<file path="src/rtl/sobel_mag_sq_seq.sv">
// Sequential gradient-energy generator. It computes
// R = sat16((gx^2 + gy^2) >> SCALE_SHIFT) with two parallel bit-serial
// shift-add squarers, then feeds the 16-bit radicand to the sqrt unit.
module sobel_mag_sq_seq #(
  parameter int W           = 11,
  parameter int SCALE_SHIFT = 5
) (
  input  logic                clk,
  input  logic                rst,
  input  logic signed [W-1:0] gx,
  input  logic signed [W-1:0] gy,
  input  logic                in_valid,
  output logic                in_ready,
  output logic [15:0]         r_out,
  output logic                sat,
  output logic                out_valid,
  input  logic                out_ready
);

  localparam int CW = (W > 1) ? $clog2(W) : 1;
  localparam int AW = 2 * W;
  // Sum width is never narrower than 17 bits, so the saturation test is always well formed.
  localparam int SW = (2 * W + 1 > 17) ? 2 * W + 1 : 17;

  typedef enum logic [1:0] {IDLE, MUL, SAT, OUT} state_t;

  state_t        state, state_nx;
  logic [W-1:0]  ax, ay;
  logic [AW-1:0] acc_x, acc_y;
  logic [AW-1:0] px, py;
  logic [CW-1:0] cnt;
  logic [SW-1:0] sum, s;
  logic          last_iter;

  // State register
  always_ff @(posedge clk) begin
    if (rst) state <= IDLE;
    else     state <= state_nx;
  end

  assign last_iter = (cnt == CW'(W - 1));

  // Next-state decode. MUL always runs W cycles, with no early exit on small operands.
  always_comb begin
    state_nx = state;
    case (state)
      IDLE: if (in_valid)  state_nx = MUL;
      MUL:  if (last_iter) state_nx = SAT;
      SAT:                 state_nx = OUT;
      OUT:  if (out_ready) state_nx = IDLE;
      default:             state_nx = IDLE;
    endcase
  end

  // Handshake outputs come straight from the state register. rst also masks in_ready.
  assign in_ready  = (state == IDLE) && !rst;
  assign out_valid = (state == OUT);

  // Partial products for iteration cnt, plus the scaled sum of squares
  always_comb begin
    px  = ax[cnt] ? (AW'(ax) << cnt) : '0;
    py  = ay[cnt] ? (AW'(ay) << cnt) : '0;
    sum = SW'(acc_x) + SW'(acc_y);
    s   = sum >> SCALE_SHIFT;
  end

  // Datapath: capture magnitudes, accumulate one bit per cycle, then saturate and register the result
  always_ff @(posedge clk) begin
    if (rst) begin
      ax    <= '0;
      ay    <= '0;
      acc_x <= '0;
      acc_y <= '0;
      cnt   <= '0;
      r_out <= '0;
      sat   <= 1'b0;
    end else begin
      case (state)
        IDLE: if (in_valid) begin
          // -2^(W-1) maps to the unsigned pattern 2^(W-1), which still fits in W bits.
          ax    <= gx[W-1] ? W'(-gx) : W'(gx);
          ay    <= gy[W-1] ? W'(-gy) : W'(gy);
          acc_x <= '0;
          acc_y <= '0;
          cnt   <= '0;
        end
        MUL: begin
          acc_x <= acc_x + px;
          acc_y <= acc_y + py;
          cnt   <= cnt + CW'(1);
        end
        SAT: begin
          if (|s[SW-1:16]) begin
            r_out <= 16'hFFFF;
            sat   <= 1'b1;
          end else begin
            r_out <= s[15:0];
            sat   <= 1'b0;
          end
        end
        default: ;
      endcase
    end
  end

endmodule

</file>
<file path="config.mk">
export PLATFORM = sky130hd
export DESIGN_NAME = sobel_mag_sq_seq
export DESIGN_NICKNAME = d
export VERILOG_FILES = /design/src/rtl/sobel_mag_sq_seq.sv
export SDC_FILE = /design/constraint.sdc
export NUM_CORES = 1
export LEC_CHECK = 0
export ABC_AREA = 1
export ABC_CLOCK_PERIOD_IN_PS = 3500
export BUFFER_PORTS_ARGS = -buffer_cell sky130_fd_sc_hd__buf_2
export CAP_MARGIN = 20
export CORE_MARGIN = 2
export CORE_UTILIZATION = 50
export CTS_BUF_LIST = sky130_fd_sc_hd__clkbuf_2
export CTS_CLUSTER_DIAMETER = 40
export DETAILED_ROUTE_END_ITERATION = 8
export HOLD_SLACK_MARGIN = 0.1
export PLACE_DENSITY = 0.79
export SLEW_MARGIN = 0
export SYNTH_ARGS = -nofsm -noshare
export SYNTH_HDL_FRONTEND = slang
export SYNTH_SLANG_ARGS = --single-unit
</file>
<file path="constraint.sdc">
create_clock -name clk -period 3.5 [get_ports clk]
set_input_delay 0.525 -clock clk [delete_from_list [all_inputs] [get_ports clk]]
set_output_delay 0.525 -clock clk [all_outputs]
set_load 0.01 [all_outputs]
</file>
* Word-level counts from Yosys, hierarchy flattened
Index checks and enable logic that the tools add are counted.
** Storage, ports and cells
- Bits in registers :: 89
- Output and inout bits :: 19
- Logic and storage cells :: 51
** Operators by class
- $add $sub $neg :: 6
- $lt $le $gt $ge :: 1
- Equal/unequal tests :: 7
- Shift operators :: 2
- Muxes and demuxes :: 19
- Reductions and logical operators :: 8
** Operators by type and width (number)
- 22-bit case mux with 2 select lines :: 2
- 22-bit two-way mux :: 3
- 22-bit adder :: 2
- 11-bit by 4-bit << shifter with 22-bit output :: 2
- 22-bit by 22-bit adder with 23-bit output :: 1
- 11-bit two-way mux :: 2
- 11-bit negator :: 2
- 16-bit two-way mux :: 1
- 1-bit binary-select mux with 4-bit select :: 2
- 2-bit case mux with 4 select lines :: 1
- 4-bit case mux with 2 select lines :: 1
- 2-bit two-way mux :: 3
- 4-bit by 5-bit < comparator with 1-bit output, second input constant :: 1
- 4-bit by 1-bit adder with 4-bit output, second input constant :: 1
- 2-bit equality test, second input constant :: 2
- 4-bit equality test, second input constant :: 1
- 4-bit two-way mux :: 1
- 2-bit != test, second input constant :: 2
- 2-bit AND reduction :: 2
- 1-bit two-way mux :: 3
- 3-bit AND reduction :: 1
- 2-bit by 1-bit equality test with 1-bit output, second input constant :: 1
- 2-bit logical NOT :: 1
- 2-bit by 1-bit != test with 1-bit output, second input constant :: 1
- 4 further kinds :: 4

* Logic depth before layout (Yosys ltp)
- Word-level depth :: 5
- Depth in mapped cells :: 24

* Least setup slack after synthesis
OpenSTA, ideal clock, no wires.
- Path kind :: register to register
- From :: register cnt[0]
- To :: register acc_x[14]
- Library setup time :: 0.132 ns
- Data arrival time :: 2.572 ns
- Data required time :: 3.368 ns
- Path slack :: 0.795 ns
- Cell stages (with the launch flop) :: 22
- Path buffers :: 2
- Clock period less this slack :: 2.705 ns
- Cell sequence :: dfxtp_1 buf_6 buf_6 nor2_2 inv_1 a31oi_1 nor2_1 nand2_4 nand2_4 nor2_2 inv_1 fa_1 inv_1 nand3_1 nand2_1 inv_1 o21ai_0 nand3_1 nand2_1 nand2_1 nand3_1 a21oi_1
** Between the ends
- Longest elaborated chain between the ends :: 5
- Elaborated cells between the ends (all ways) :: 6
- Those cells by class :: add/sub (1); shift (1); mux (4)
** Ends and longest elaborated chain
- start, declared :: line 31 : logic [CW-1:0] cnt;
- start signal, assigned :: line 90 : cnt <= cnt + CW'(1);
- 1-bit binary-select mux with 4-bit select :: line 61 : px = ax[cnt] ? (AW'(ax) << cnt) : '0;
- 1-bit two-way mux (not written as such) :: line 61
- 22-bit two-way mux * :: line 61
- 22-bit adder * :: line 88 : acc_x <= acc_x + px;
- 22-bit case mux with 2 select lines * :: line 78 : case (state)
- end signal, assigned :: line 88
- end, declared :: line 29 : logic [AW-1:0] acc_x, acc_y;
Every way passes the cells marked *; elsewhere a longest branch is shown, timed or not. The select of a mux whose other input is x is not followed.
A chain may end at the register's enable or synchronous reset.

* Worst setup path in the final report
- From :: register cnt[2]
- To :: register acc_y[12]
** Between the ends
- Longest elaborated chain between the ends :: 5
- Elaborated cells between the ends (all ways) :: 6
- Those cells by class :: add/sub (1); shift (1); mux (4)
** Ends and longest elaborated chain
- 1-bit binary-select mux with 4-bit select :: line 62 : py = ay[cnt] ? (AW'(ay) << cnt) : '0;
- 1-bit two-way mux (not written as such) :: line 62
- 22-bit two-way mux * :: line 62
- 22-bit adder * :: line 89 : acc_y <= acc_y + py;
- 22-bit case mux with 2 select lines * :: line 78
- end signal, assigned :: line 89
- end, declared :: line 29
Marked as above.

==> impl_metrics.csv <==
group,metric,value,unit
route,ant_nets,0,
logic_synthesis,ys_seq_elements,89,
finish,multi_input_area,0.00632,mm^2
global_route,grt_first_pass_wirelength,43.2,mm
logic_synthesis,syn-instance-count,1514,
sta,clock_skew,0.0302,ns
global_route,gr-usage-all-layers,0.272,
power_and_ir_drop,power_density,368,mW/mm^2
critical_path,critPathMostFrequentCell,"nand2_1",
route,via_per_inst,5.48,
route,drtIter0Drc,773,
cts,cts_tree,"built",
route,first_pass_iters,6,
critical_path,cp-startpoint,"cnt[2]",
sta,setup_viol_count_final,0,
floorplan,die-area,0.0191,mm^2
cts,path_clk_slew,0.24,ns
placement,gp_congestion,1.04,
sta,final-max-slew-violation-count,0,
cts,h-tree-depth,3,
finish,post-route-cell-area,0.00957,mm^2
floorplan,die_width,138,um
critical_path,max_stage_delay,0.43,ns
route,vias,9712,
logic_synthesis,synth-edff-count,0,
critical_path,rr_startpoint,"cnt[2]",
critical_path,worst-path-stages,20,
sta,fmax,0.319,GHz
placement,dp_hpwl,20.8,mm
sta,slew_headroom,0.306,
critical_path,end_kind,"flip-flop",
sta,finalCritPeriodShare,0.896,
logic_synthesis,syn-cell-area,0.00902,mm^2
finish,layout_common_cells,"nand2_1, inv_1, a21oi_1",
sta,tightest_slew,1.04,ns
logic_synthesis,seq_area_frac_synth,0.197,
critical_path,required,4.08,ns
global_route,antenna_found_initial,1,
placement,placed_cell_area,0.00942,mm^2
logic_synthesis,synth.distinct_cells,53,
critical_path,regToRegSetupSlack,0.37,ns
finish,nNetsFinal,1637,
critical_path,path_buf_inv,3,
job,drv_cap,0,
cts,cts_root_buf,"clkbuf_2",
worst_hold_path,hold_path_class,"primary input to flip-flop",
logic_synthesis,synth_area_per_cell,5.96,um^2
finish,fin_cells,1773,
floorplan,core_area,0.0178,mm^2
cts,cts.sinks,89,
route,drt_wl_total,25.9,mm
floorplan,rows,49,
outcome,outcome,"complete, no violations",
route,drc,0,
global_route,overflow,0,
route,post_drt_wl_per_cell,14.6,um
logic_synthesis,async_flop_share,0,
floorplan,die_height,138,um
critical_path,timing.rr.end,"acc_y[12]",
placement,portBuffers,44,
cts,numCtsBuffers,9,
cts,cts_buffer_depth,2,
finish,drive_gt1_frac,0.0920,
logic_synthesis,syn_nets,1613,
finish,register_area,0.00178,mm^2
critical_path,start_kind,"flip-flop",
power_and_ir_drop,peakVddDrop,0.373,mV
power_and_ir_drop,p_leak,4.65,nW
critical_path,arrival,3.71,ns
placement,dp.cells,1756,
sta,grt_setup_unrepaired,"no",
sta,finalSetupTns,0,ns
global_route,grt_pass1_vias,8929,
sta,fin_crit,3.13,ns
finish,layout_commonest_cell,"nand2_1",
finish,fillers,1816,
critical_path,cp_slowest_cell,"fa_1",
finish,area_growth,6.02,%
sta,final_hold_viol_count,0,
critical_path,setup.worst_path.end,"acc_y[12]",
critical_path,rr_worst_depth,20,
global_route,grt_max_degree,47,
critical_path,critPathMaxFanout,40,
logic_synthesis,yosys_most_used_dff,"dfxtp_1",
cts,worst_skew_pair.late_latency,0.65,ns
critical_path,worst-setup-path-type,"flip-flop to flip-flop",
logic_synthesis,yosysWarnings,0,
critical_path,cp_top_family,"simple AND/OR/NAND/NOR gates",
critical_path,path_cells,"buf_4 > nand3_1 > o21ai_1 > nand2_1 > nand2_2 > nand2_4 > nor2_4 > inv_1 > fa_1 > inv_1 > nand3_1 > nand2_1 > nand2_1 > o211ai_1 > nand2_1 > nand2_1 > nor2_1 > nor2_1 > nand2_1 > a21oi_1",
floorplan,io_pins,45,
floorplan,initial_core_util,0.506,
sta,whs,0.152,ns
[routing by layer]
layer  wire [um]  part of all wire  vias to the layer above  track usage
li1            -                 -                     5032            -
met1       11900              0.46                     4309        0.365
met2       11700              0.45                      329        0.449
met3        1620             0.063                       42       0.0346
met4         653             0.025                        0       0.0983
met5           0                 0                        -            0
[sequential cells by signal, summed over array words and instances (netlist names)]
signal,flops
cnt,4
sat,1
ax,11
acc_y,22
r_out,16
acc_x,22
ay,11
state,2
[Yosys cell counts, drive strengths merged (2+ instances only)]
cell | n | area, um^2
dfxtp | 89 | 1780
nand3 | 82 | 428
o211ai | 11 | 87.6
a211oi | 4 | 50.1
nor2 | 151 | 628
fa | 2 | 40.0
or2 | 10 | 62.6
a31oi | 7 | 43.8
buf | 21 | 133
nor4 | 2 | 12.5
ha | 71 | 888
xor2 | 18 | 158
o22ai | 7 | 43.8
xnor2 | 9 | 78.8
a22oi | 2 | 15.0
o31ai | 3 | 22.5
o21bai | 7 | 52.6
clkbuf | 26 | 97.6
nand2 | 446 | 1720
o21a | 6 | 45.0
a21o | 3 | 22.5
inv | 182 | 686
nand4 | 25 | 178
and2 | 6 | 38.8
a21oi | 150 | 788
o21ai | 139 | 696
nand3b | 12 | 90.1
nor3 | 18 | 100
[tightest hold or removal path: cells and delay by family]
family	cells	cell delay (ns)
compound gates	1	0.06
buf+inv	2	0.18
[timing repair]
action                     4_1_cts  5_1_grt
gates resized for setup          0        4
buffers inserted                 0        0
setup endpoints to repair        0        7
hold buffers                     0        0
[per-stage QoR]
stage,setup WS (ns),total power [mW],utilization
after global routing,0.0433,3.78,0.536
after floorplan,0.795,2.45,-
after detailed placement,0.385,2.87,0.528
after CTS,0.299,3.51,0.536
final,0.365,3.52,0.536
after global placement,0.428,2.85,0.528
[worst min-delay path by stage]
| stage | from | to | cells after the start |
|---|---|---|---|
| after floorplan | acc_y[3] | acc_y[3] | 2 |
| after global placement | acc_x[8] | acc_x[8] | 2 |
| after detailed placement | acc_x[8] | acc_x[8] | 2 |
| after CTS | gx[0] | ax[0] | 3 |
| after global routing | gx[0] | ax[0] | 3 |
| final | gx[0] | ax[0] | 3 |
[layout make-up]
class                   instances  area share
multi-input cells            1195       0.661
well taps                     229      0.0300
diodes                          1    0.000262
clock buffers                  11     0.00576
repair buffers                 60      0.0360
inverters                     183      0.0721
flip-flops and latches         89       0.186
clock inverters                 5     0.00837
[cell families (layout without fill, tap and decap cells)]
family	after synthesis	count (layout)	synth area share
buf+inv	230	259	0.102
fa+ha+maj	73	73	0.103
xor+xnor	27	27	0.0262
flops	89	89	0.197
other cells	0	1	0
simple gates	755	755	0.364
compound gates	340	340	0.208
[report_power, final]
group	leakage [nW]	switching, mW	internal [mW]	total [mW]
registers	0.725	0.110	1.17	1.28
clock network	0.0782	0.396	0.240	0.636
logic	3.85	1.10	0.497	1.60
total	4.65	1.61	1.91	3.52
(Power assumes the default switching activity.)
